### src/rtl/cache_srw_assoc.sv
// N-way set-associative cache with simultaneous write and registered read ports,
// round-robin replacement, eviction reporting and a sequential flush engine.
module cache_srw_assoc #(
   parameter int IDX_BITS   = 2,
   parameter int NUM_WAYS   = 2,
   parameter int DATA_WIDTH = 16,
   parameter int ADDR_WIDTH = 8
) (
   input  logic                  clk,
   input  logic                  reset,
   input  logic [ADDR_WIDTH-1:0] waddr_i,
   input  logic [DATA_WIDTH-1:0] wdata_i,
   input  logic                  we_i,
   input  logic [ADDR_WIDTH-1:0] raddr_i,
   input  logic                  ce_i,
   input  logic                  flush_i,
   output logic [DATA_WIDTH-1:0] rdata_o,
   output logic                  rhit_o,
   output logic                  rvalid_o,
   output logic                  busy_o,
   output logic                  evict_valid_o,
   output logic [ADDR_WIDTH-1:0] evict_addr_o,
   output logic [DATA_WIDTH-1:0] evict_data_o
);

   localparam int WAY_BITS = (NUM_WAYS > 1) ? $clog2(NUM_WAYS) : 1;
   localparam int TAG_BITS = ADDR_WIDTH - IDX_BITS;
   localparam int SETS     = 2 ** IDX_BITS;

   typedef enum logic {
      S_IDLE,
      S_FLUSH
   } state_t;

   state_t                state_q;
   logic [IDX_BITS-1:0]   flush_cnt_q;
   logic [NUM_WAYS-1:0]   valid_q [SETS];
   logic [WAY_BITS-1:0]   ptr_q   [SETS];
   logic [TAG_BITS-1:0]   tag_q   [SETS][NUM_WAYS];
   logic [DATA_WIDTH-1:0] data_q  [SETS][NUM_WAYS];

   logic                  rvalid_q;
   logic                  rhit_q;
   logic [DATA_WIDTH-1:0] rdata_q;
   logic                  evict_valid_q;
   logic [ADDR_WIDTH-1:0] evict_addr_q;
   logic [DATA_WIDTH-1:0] evict_data_q;

   logic [IDX_BITS-1:0]   wr_idx;
   logic [TAG_BITS-1:0]   wr_tag;
   logic                  wr_accept;
   logic                  wr_hit;
   logic [WAY_BITS-1:0]   wr_hit_way;
   logic                  wr_inv;
   logic [WAY_BITS-1:0]   wr_inv_way;
   logic [WAY_BITS-1:0]   victim;
   logic [WAY_BITS-1:0]   ptr_d;
   logic [WAY_BITS-1:0]   wr_way;
   logic                  wr_evict;

   logic [IDX_BITS-1:0]   rd_idx;
   logic [TAG_BITS-1:0]   rd_tag;
   logic                  rd_hit_d;
   logic [DATA_WIDTH-1:0] rd_data_d;

   assign wr_idx    = waddr_i[IDX_BITS-1:0];
   assign wr_tag    = waddr_i[ADDR_WIDTH-1:IDX_BITS];
   assign wr_accept = we_i && (state_q == S_IDLE) && !flush_i;
   assign rd_idx    = raddr_i[IDX_BITS-1:0];
   assign rd_tag    = raddr_i[ADDR_WIDTH-1:IDX_BITS];

   // Way selection: hit first, then lowest invalid way, then the round-robin victim.
   always_comb begin
      wr_hit     = 1'b0;
      wr_hit_way = '0;
      wr_inv     = 1'b0;
      wr_inv_way = '0;
      for (int unsigned w = 0; w < NUM_WAYS; w++) begin
         if (valid_q[wr_idx][w] && (tag_q[wr_idx][w] == wr_tag)) begin
            wr_hit     = 1'b1;
            wr_hit_way = WAY_BITS'(w);
         end
         if (!valid_q[wr_idx][w] && !wr_inv) begin
            wr_inv     = 1'b1;
            wr_inv_way = WAY_BITS'(w);
         end
      end
      victim = ptr_q[wr_idx];
      ptr_d  = (victim == WAY_BITS'(NUM_WAYS - 1)) ? '0 : victim + 1'b1;
      if (wr_hit) begin
         wr_way = wr_hit_way;
      end else if (wr_inv) begin
         wr_way = wr_inv_way;
      end else begin
         wr_way = victim;
      end
      wr_evict = wr_accept && !wr_hit && !wr_inv;
   end

   // Lookup reads the arrays before this cycle's write lands, so an evicted line
   // still hits; only an exact address match is forwarded from the write port.
   always_comb begin
      rd_hit_d  = 1'b0;
      rd_data_d = '0;
      for (int unsigned w = 0; w < NUM_WAYS; w++) begin
         if (valid_q[rd_idx][w] && (tag_q[rd_idx][w] == rd_tag)) begin
            rd_hit_d  = 1'b1;
            rd_data_d = data_q[rd_idx][w];
         end
      end
      if (wr_accept && (waddr_i == raddr_i)) begin
         rd_hit_d  = 1'b1;
         rd_data_d = wdata_i;
      end
      if (state_q == S_FLUSH) begin
         rd_hit_d  = 1'b0;
         rd_data_d = '0;
      end
   end

   always_ff @(posedge clk or posedge reset) begin
      if (reset) begin
         state_q     <= S_IDLE;
         flush_cnt_q <= '0;
         for (int unsigned s = 0; s < SETS; s++) begin
            valid_q[s] <= '0;
            ptr_q[s]   <= '0;
         end
      end else begin
         case (state_q)
            S_IDLE: begin
               if (flush_i) begin
                  state_q     <= S_FLUSH;
                  flush_cnt_q <= '0;
               end else if (wr_accept) begin
                  valid_q[wr_idx][wr_way] <= 1'b1;
                  if (wr_evict) begin
                     ptr_q[wr_idx] <= ptr_d;
                  end
               end
            end
            S_FLUSH: begin
               valid_q[flush_cnt_q] <= '0;
               flush_cnt_q          <= flush_cnt_q + 1'b1;
               if (flush_cnt_q == '1) begin
                  state_q <= S_IDLE;
                  for (int unsigned s = 0; s < SETS; s++) begin
                     ptr_q[s] <= '0;
                  end
               end
            end
            default: state_q <= S_IDLE;
         endcase
      end
   end

   always_ff @(posedge clk) begin
      if (wr_accept) begin
         tag_q[wr_idx][wr_way]  <= wr_tag;
         data_q[wr_idx][wr_way] <= wdata_i;
      end
   end

   always_ff @(posedge clk or posedge reset) begin
      if (reset) begin
         rvalid_q      <= 1'b0;
         rhit_q        <= 1'b0;
         rdata_q       <= '0;
         evict_valid_q <= 1'b0;
         evict_addr_q  <= '0;
         evict_data_q  <= '0;
      end else begin
         rvalid_q      <= ce_i;
         evict_valid_q <= wr_evict;
         if (ce_i) begin
            rhit_q  <= rd_hit_d;
            rdata_q <= rd_data_d;
         end
         if (wr_evict) begin
            evict_addr_q <= {tag_q[wr_idx][victim], wr_idx};
            evict_data_q <= data_q[wr_idx][victim];
         end
      end
   end

   assign rdata_o       = rdata_q;
   assign rhit_o        = rhit_q;
   assign rvalid_o      = rvalid_q;
   assign busy_o        = (state_q == S_FLUSH);
   assign evict_valid_o = evict_valid_q;
   assign evict_addr_o  = evict_addr_q;
   assign evict_data_o  = evict_data_q;

endmodule

### config.mk
export PLATFORM = sky130hd
export DESIGN_NAME = cache_srw_assoc
export DESIGN_NICKNAME = d
export VERILOG_FILES = /design/src/rtl/cache_srw_assoc.sv
export SDC_FILE = /design/constraint.sdc
export NUM_CORES = 1
export LEC_CHECK = 0
export BUFFER_PORTS_ARGS = -buffer_cell sky130_fd_sc_hd__clkbuf_2
export CELL_PAD_IN_SITES_DETAIL_PLACEMENT = 0
export CELL_PAD_IN_SITES_GLOBAL_PLACEMENT = 2
export CORE_ASPECT_RATIO = 0.6
export CORE_MARGIN = 2
export CORE_UTILIZATION = 35
export CTS_CLUSTER_SIZE = 16
export DETAILED_ROUTE_END_ITERATION = 10
export GPL_TIMING_DRIVEN = 0
export PLACE_DENSITY = 0.67
export SLEW_MARGIN = 20
export SYNTH_ARGS = -nofsm -noshare
export SYNTH_HDL_FRONTEND = slang
export SYNTH_SLANG_ARGS = --single-unit
### constraint.sdc
create_clock -name clk -period 4.7 [get_ports clk]
set_input_delay 1.41 -clock clk [delete_from_list [all_inputs] [get_ports clk]]
set_output_delay 1.41 -clock clk [all_outputs]
set_load 0.02 [all_outputs]
==> results of run 1 <==
[registers in the layout, summed over array words and instances (netlist names)]
| register | cells |
|---|---|
| rhit_o | 1 |
| evict_addr_o | 8 |
| data_q | 128 |
| ptr_q | 4 |
| busy_o | 1 |
| valid_q | 8 |
| rvalid_o | 1 |
| evict_data_o | 16 |
| tag_q | 48 |
| rdata_o | 16 |
| flush_cnt_q | 2 |
| evict_valid_o | 1 |
[per-stage QoR]
stage,setup slack [ns],utilization (%),std cells,area (sq um),hold WS [ns]
floorplan,0.0612,-,630,11000,0.459
global placement,-2.35,38.4,1125,11900,0.482
detailed placement,-0.810,39.4,1134,12200,0.496
CTS,0.0389,42.1,1186,13100,0.510
global route,0.200,42.1,1185,13100,0.523
finish,0.216,42.1,1186,13100,0.507
[worst paths after layout]
kind | endpoint | slack, ns | depth (start not counted)
max | rdata_o[9]$_DFFE_PP0P_ | 0.22 | 9
min | valid_q[2]$_DFFE_PP0P_ | 0.51 | 2
max reg2reg | rdata_o[9]$_DFFE_PP0P_ | 1.27 | 7
min reg2reg | valid_q[2]$_DFFE_PP0P_ | 0.51 | 2
max in group asynchronous | evict_data_o[12]$_DFFE_PP0P_ | 3.26 | 3
min in group asynchronous | evict_data_o[0]$_DFFE_PP0P_ | 0.87 | 2
[logic make-up (layout without fill, tap and decap cells)]
group | after synthesis | count (layout)
buffers and inverters | 57 | 196
adders and majority gates | 4 | 4
xor gates and xnor gates | 32 | 32
AOI/OAI and AO/OA | 74 | 74
DFF | 234 | 234
muxes | 141 | 141
other | 0 | 1
and+or+nand+nor | 88 | 88
[synth_stat cells (all sizes together)]
cell      n
o311ai    4
nand2    23
mux2i     2
nor2     13
or2       4
nor2b     3
o41a      2
inv      17
dfrtp    58
o22ai    11
ha        4
nand3     5
nor4      2
clkbuf   23
or3       1
xor2     10
xnor2    22
o211ai    6
nor3b    19
o311a     2
or4       4
a311oi   10
nor3      1
mux2     47
nand2b    6
o21a      6
o22a      1
a211o     2
buf      17
edfxtp  176
o21ai    27
nand4     5
nand3b    2
mux4     92
o31ai     3
[worst reg2reg max path: cells and delay by family (launching register included)]
kind | cells | cell delay (ns)
compound gates | 2 | 0.61
xor+xnor | 1 | 0.25
flops | 1 | 0.39
mux | 1 | 0.48
buf+inv | 1 | 0.36
simple gates | 2 | 1.19
[routing by layer]
layer | vias up | share of wire [%] | global-route usage, %
met2 | 266 | 43 | 28.4
met3 | 50 | 7.5 | 4.46
met1 | 3623 | 48 | 31.5
li1 | 2806 | - | -
met5 | - | 0 | 0
met4 | 0 | 2.1 | 4.39
[power by group through the flow]
stage | clock network, W | registers (W) | logic (W)
finish | 0.00186 | 0.00246 | 0.00105
global route | 0.00198 | 0.00248 | 0.00112
CTS | 0.00189 | 0.00246 | 0.00105
detailed placement | 0 | 0.00251 | 0.00104
global placement | 0 | 0.00250 | 0.000977
floorplan | 0 | 0.00256 | 0.000577
[layout make-up]
cell class                 count  area (sq um)
tap                          416           520
sequential                   234          6740
buffer                        39           186
inverter                      17          66.3
multi-input combinational    339          4090
fill                        2799         18000
timing repair buffer          94           713
clock inverter                10          53.8
clock buffer                  36           697
antenna                        1          2.50
[what timing repair did]
action | 4_1_cts | 5_1_grt
pin swaps | 4 | 0
buffers inserted | 6 | 0
hold endpoints to repair | 0 | 0
gates resized for setup | 0 | 1
setup endpoints to repair | 86 | 59
hold buffers | 0 | 0
==> run summary, run 1 <==
Counting every net in the synthesized netlist gives 671. Kind of end point of the critical path: a flop. In the final routed layout, each cell accounts on average for 27.3 um.

The pin count of the biggest net entering global routing is 34, and the netlist area before placement is 0.0110 sq mm. The fraction of the mapped netlist area in compound gates was 4.80%. In this run the critical register-to-register path is launched from tag_q[0][3]$_DFFE_PP_. By area, the combinational part of the netlist is dominated by multiplexers.

The number of antenna violations at the first check in global routing is 0, and the minimum period implied by the final worst setup slack is 4.48 ns. The tools report the number of hold violations in the final report as 0. Measured along the x axis, the die boundary spans 233 um. The critical path in this run is classified as in2reg.

The detail route stage leaves a number of antenna-violating nets equal to 0. Power share of the combinational group: 19.5%. STA puts the critical path data arrival time at 4.86 ns.

The synthesis-to-finish area growth was 18.8%. The final total negative setup slack is 0 ns, and the sequential share of power is 45.9%. The floorplan step defined a die boundary enclosing 0.0329 sq mm. TritonCTS built the clock tree.

Setup repair after global routing left no endpoint under its margin. The run gives 1 as the maximum level of the CTS H-tree. The run gives 3 as the maximum buffer depth of the clock tree.

Synthesis produced a netlist whose cell count is 630. In this run, the number of DRC markers left after iteration 0 of detailed routing was 686. 81 I/O pins were placed.

Power spread over the standard cell area amounts to 411 mW/mm^2. In this run switching power makes up 28.6% of total power. The max-slew violation count was 0; the area share of the leading cell type in the synthesized netlist was 48.1%. Slowest cell on the critical path: nand4_1.

The initial cell density of the core was 35.4%. The Yosys warning count is 0, and the final weighted congestion in routability-driven placement is 0.783. The worst hold path begins at valid_q[2]$_DFFE_PP0P_. The maximum cell stage delay along the critical path works out to 0.64 ns. Timing would allow up to 0.223 GHz.

The share of layout cells above drive strength 1 came out at 39.5%. The overall routed net length was 32,300 um; the cell-internal power was 0.00384 W. In the synthesized netlist, mux cells make up 24.0% of the area. In this run the core area contains 50 standard-cell rows. Across the VDD grid, the largest voltage drop is 0.000217 V.

The clock net in this run drives a total of 234 sinks. The floorplan die height works out to 141 um. In this run the worst hold path is classified as reg2reg.

The net switching power was 0.00153 W. Data on the critical path is required at its endpoint by 5.08 ns. The most frequent standard cell in the layout excluding fill and tap cells was edfxtp_1. The post-route fraction of the period consumed by the critical path was 95.4%; the post-synthesis cell type count was 45. The detailed-routing iteration count for the pre-antenna-repair pass is 4. Yosys attributes the largest share of cell area to edfxtp_1, mux4_2, dfrtp_1. The leakage power of the design was 4.50 nW. The critical path contains buffers and inverters numbering 3 combined. First element of the critical path: raddr_i[0]. The flow ran to the end, and the final reports show no timing, DRC or antenna violations. In the layout the commonest cells are edfxtp_1, mux4_2, clkbuf_2. Clock latency on the worst-skew pair: 0.54 ns. The clock network is responsible for 34.6% of the overall power. The share of the Yosys chip area taken by registers is 61.3%.

The tree is rooted in a clkbuf_16. Clock tree synthesis inserted a total of 25 buffers. Post-synthesis adder-cell area fraction: 0.455%. The vias per cell was 5.69.

After clock tree synthesis, the clock-pin slew on the worst setup and hold paths is 0.06 ns. After Yosys synthesis, XOR and XNOR cells account for 2.55% of the synthesized area. Setup violations remaining at the end of the flow were counted as 0.

The first global-routing pass estimated 47,000 um of wire. Across the run, the number of max-cap violations was 0. At the pin with the least slew margin, the transition time is 1.01 ns. The via count of the first global-routing pass was 6,903; the total of flip-flops plus latches after synthesis was 234. Maximum fanout along the worst path: 10. Of all cell types, the one taking the most synthesized area is edfxtp_1. Summed over all layers, the global routing overflow is 0. The overall global routing resource usage came out at 20.1%.

After Yosys synthesis, and, or, nand and nor cells account for 4.64% of the synthesized area. The cell family contributing the most delay on the critical path is simple AND/OR/NAND/NOR gates. A synthesized cell averages 17.5 sq um. Once detailed placement completed, the half-perimeter wirelength came to 22,100 um. The final route contains 6,745 vias. Post-route total power: 0.00537 W.

Input and output buffers added on the ports amount to 79. Traced cell by cell, the critical path runs through clkbuf_2 > buf_2 > mux4_2 > xnor2_1 > nand4_1 > or2_2 > clkbuf_1 > a311oi_1 > o22ai_1. In the routed design, unresolved DRC markers number 0. STA classifies the critical path startpoint as an input pin. The net count of the finished layout is 791. The region available for standard cell placement spans 0.0310 sq mm.

Headroom to the max-slew limit came out at 32.8%. Across the routed clock network, the largest skew measured is 0.0118 ns.
(Power assumes the default switching activity.)
==> run 2, diff against run 1 <==
Settings changed: PLACE_DENSITY 0.67 to 0.63.
Clock period 4.7 ns to 4.4 ns, I/O delays scaled along.
==> run summary, run 2 (synthesized netlist as in run 1, its figures left out) <==
For the maximum vdd drop, the log shows 0.000252 V (+16%). TritonCTS built the clock tree. The post-route fraction of the period consumed by the critical path was 96.0%; the total number of clock tree sinks was 234 (unchanged). Traced cell by cell, the critical path runs through clkbuf_2 > buf_6 > buf_2 > mux4_2 > xnor2_1 > nand4_1 > o31ai_2 > buf_2 > o22ai_2 > nor2_4 > buf_16. Detailed-routing iteration count for the pre-antenna-repair pass: 7 (+3). The tools report the final antenna diode count as 0 (-1). The maximum buffer depth of the clock tree was 3 (unchanged). The depth of the most critical reg-to-reg path was 8 (+1); the relative slew slack was 33.0% (+0.21 points). The via count of the first global-routing pass was 6,879 (-0.35%). The run gives 0 (unchanged) as the number of hold violations in the final report.

The pin count of the biggest net entering global routing was 40 (+18%); the power per unit of standard cell area was 439 mW/mm^2 (+6.7%). The tools report the number of placed instances with taps included as 1,134 (unchanged). The vias per cell was 5.61 (-1.4%); the initial cell density of the core was 35.4% (unchanged). The achievable clock frequency was 0.237 GHz; the number of nets in the finished design was 792 (+0.13%). The maximum cell stage delay along the critical path is 0.59 ns (-0.05 ns), and the number of max-capacitance violations reported is 0 (unchanged). For the count of routing violations after the opening detailed-route iteration, the log shows 628 (-8.5%).

The final HPWL from detailed placement is 22,100 um (+0.21%), and the sequential share of power is 46.1% (+0.2 points). The tools report the final setup violation count as 0 (unchanged). The clock network fraction of design power was 34.6% (about the same); the clock transition time at the flip-flop clock pins of the worst setup and hold paths was 0.07 ns (about the same). For the remaining design rule violation count, the log shows 0 (unchanged). The minimum period implied by the final worst setup slack was 4.22 ns. The flip-flop count of the largest register, all copies and words added is 128 (unchanged), and the number of antenna violations at the first check in global routing is 0 (unchanged). The floorplan row count came out at 50 (unchanged).

For the post-route core utilization, the log shows 42.1% (about the same). The final non-filler cell total is 1,184 (-0.17%), and the number of buffers inserted by hold repair at cts is 0 (unchanged). On the critical path the largest part of the delay comes from buffers and inverters.

Floorplan die area: 0.0329 sq mm (unchanged). The power share of the combinational group is 19.3% (-0.2 points). The floorplan die height was 141 um (unchanged). The switching power share of the total works out to 28.1% (-0.42 points).

The number of logic stages on the critical path including buffering came out at 11 (+2). The logs give 0.00573 W (+6.7%) for the post-route total power and 0.0135 ns (+0.00165 ns) for the final setup skew. The worst hold path stage count is 1 (-1). The critical path buffer and inverter count is 5 (+2).

The kind of end point of the critical path was a flop. The maximum level of the CTS H-tree was 1 (unchanged). The worst setup path is of the in2reg kind. The run gives 81 (unchanged) as the boundary pin count. The width of the chip came out at 233 um (unchanged).

The cell-internal power is 0.00412 W (+7.3%). The required time of the worst setup path came out at 4.64 ns (-0.44 ns). Maximum fanout along the worst path: 13 (+3). The top cell types in the final layout, fill and taps aside, are edfxtp_1, mux4_2, clkbuf_2. The worst setup path is launched from an input pin. The net switching power is 0.00161 W (+5.1%).

For the number of buffers added by the clock tree synthesis step, the log shows 24 (-4.0%). The leakage power of the design came out at 4.49 nW (-0.19%). For the placeable core region, the log shows 0.0310 sq mm (unchanged). The max-slew violation count is 0 (unchanged).

In the final layout, the registers with the most flip-flops are data_q: 128 flops, tag_q: 48 flops. The critical path arrival came out at 4.47 ns (-0.39 ns). The overall routed net length was 32,400 um (+0.23%).

The synthesis-to-finish area growth was 18.7% (about the same); the remaining global-route overflow was 0 (unchanged). Setup repair after global routing left no endpoint under its margin. The count of antenna-violating nets left after detailed routing was 0 (unchanged); the overall global routing resource usage was 20.0% (-0.10 points). The tools report the routed via count as 6,641 (-1.5%). The slew at the pin with the worst max-slew slack works out to 1.00 ns (-0.00312 ns).

Leaving out fill and tap cells, the most frequent cell in the layout is edfxtp_1. The global-route wire length before repair was 46,800 um (-0.49%). The number of input and output port buffers inserted works out to 79 (unchanged). The slowest cell on the critical path was mux4_2. Most frequent cell on the critical path: buf_2. The tools report the final weighted congestion in routability-driven placement as 0.778 (-0.56%). The class of the tightest hold or removal check was reg2reg. The tools report the library cell used as clock root buffer as clkbuf_16. The share of layout cells above drive strength 1 was 39.6% (+0.051 points); the filler cell count in the final layout was 2,823 (+0.86%).

The run gives 0.54 ns (about the same) as the clock latency on the worst-skew pair. Largest register by flop count: data_q. Post-detailed-route wirelength per cell: 27.4 um (+0.40%).

The flow ran to the end, and the final reports show no timing, DRC or antenna violations.
==> run 2: cell types whose count changed in the layout (fill, tap and decap cells not counted), moves of 2 or more <==
| cell | previous run | this run |
|---|---|---|
| clkinv_2 | 5 | 0 |
| buf_16 | 9 | 7 |
| buf_4 | 5 | 7 |
| clkbuf_1 | 31 | 29 |
| clkbuf_8 | 3 | 5 |
| inv_6 | 2 | 0 |
==> run 2: path summary, 6_finish.rpt <==
path	startpoint	slack [ns]	end
worst max-delay path	waddr_i[0]	0.18	data_q[2][23]$_DFFE_PP_
worst min-delay path	evict_addr_o[2]$_DFFE_PP0P_	0.51	evict_addr_o[2]$_DFFE_PP0P_
worst max register to register	busy_o$_DFF_PP0_	1.09	rdata_o[13]$_DFFE_PP0P_
worst min register to register	evict_addr_o[2]$_DFFE_PP0P_	0.51	evict_addr_o[2]$_DFFE_PP0P_
max in group asynchronous	reset	3.11	rdata_o[9]$_DFFE_PP0P_
min in group asynchronous	reset	0.73	valid_q[5]$_DFFE_PP0P_
==> run 2: timing repair <==
item	4_1_cts	5_1_grt
endpoints found under the setup margin	146	51
resized for setup	1	6
pin swaps	4	1
setup buffers	5	2
==> run 2: power by group through the flow <==
stage	clock network, W	logic (W)	registers (W)
after floorplan	0	0.000616	0.00273
after global placement	0	0.00104	0.00267
after detailed placement	0	0.00110	0.00268
after CTS	0.00202	0.00111	0.00264
after global routing	0.00210	0.00119	0.00266
final	0.00198	0.00111	0.00264
==> run 2: metrics by stage <==
| step | cell area (sq um) | setup slack (ns) | setup TNS [ns] | hold slack [ns] |
|---|---|---|---|---|
| 2_1_floorplan | 11000 | -0.149 | -13.10 | 0.459 |
| 3_3_place_gp | 11900 | -2.48 | -404.24 | 0.477 |
| 3_5_place_dp | 12200 | -1.01 | -140.44 | 0.496 |
| 4_1_cts | 13000 | 0.0121 | 0 | 0.511 |
| 5_1_grt | 13100 | 0.0593 | 0 | 0.523 |
| 6_report | 13100 | 0.176 | 0 | 0.509 |
==> run 2: area by class of cell <==
cell class / count / area (sq um) / share of cell area (%)
plain buffers: 40 / 199 / 1.52
clock buffers: 38 / 724 / 5.55
clock inverters: 5 / 22.5 / 0.173
inverters: 17 / 66.3 / 0.508
multi-input cells: 339 / 4090 / 31.3
flip-flops and latches: 234 / 6740 / 51.6
well taps: 416 / 520 / 3.99
repair buffers: 95 / 693 / 5.31
==> run 2: per-layer routing <==
layer  vias up  GRT usage (%)  share of wire (%)
met1      3543           30.3                 47
met2       240           29.7                 44
met5         -              0                  0
met3        47           4.04                6.9
met4         0           4.59                2.1
li1       2811              -                  -
==> run 2: worst register-to-register path, delay by kind of cell, from the launching register on <==
kind                   cells  cell delay, ns
buffers and inverters      3            0.92
and+or+nand+nor            3            1.45
DFF                        1            0.38
AOI/OAI and AO/OA          2            0.41
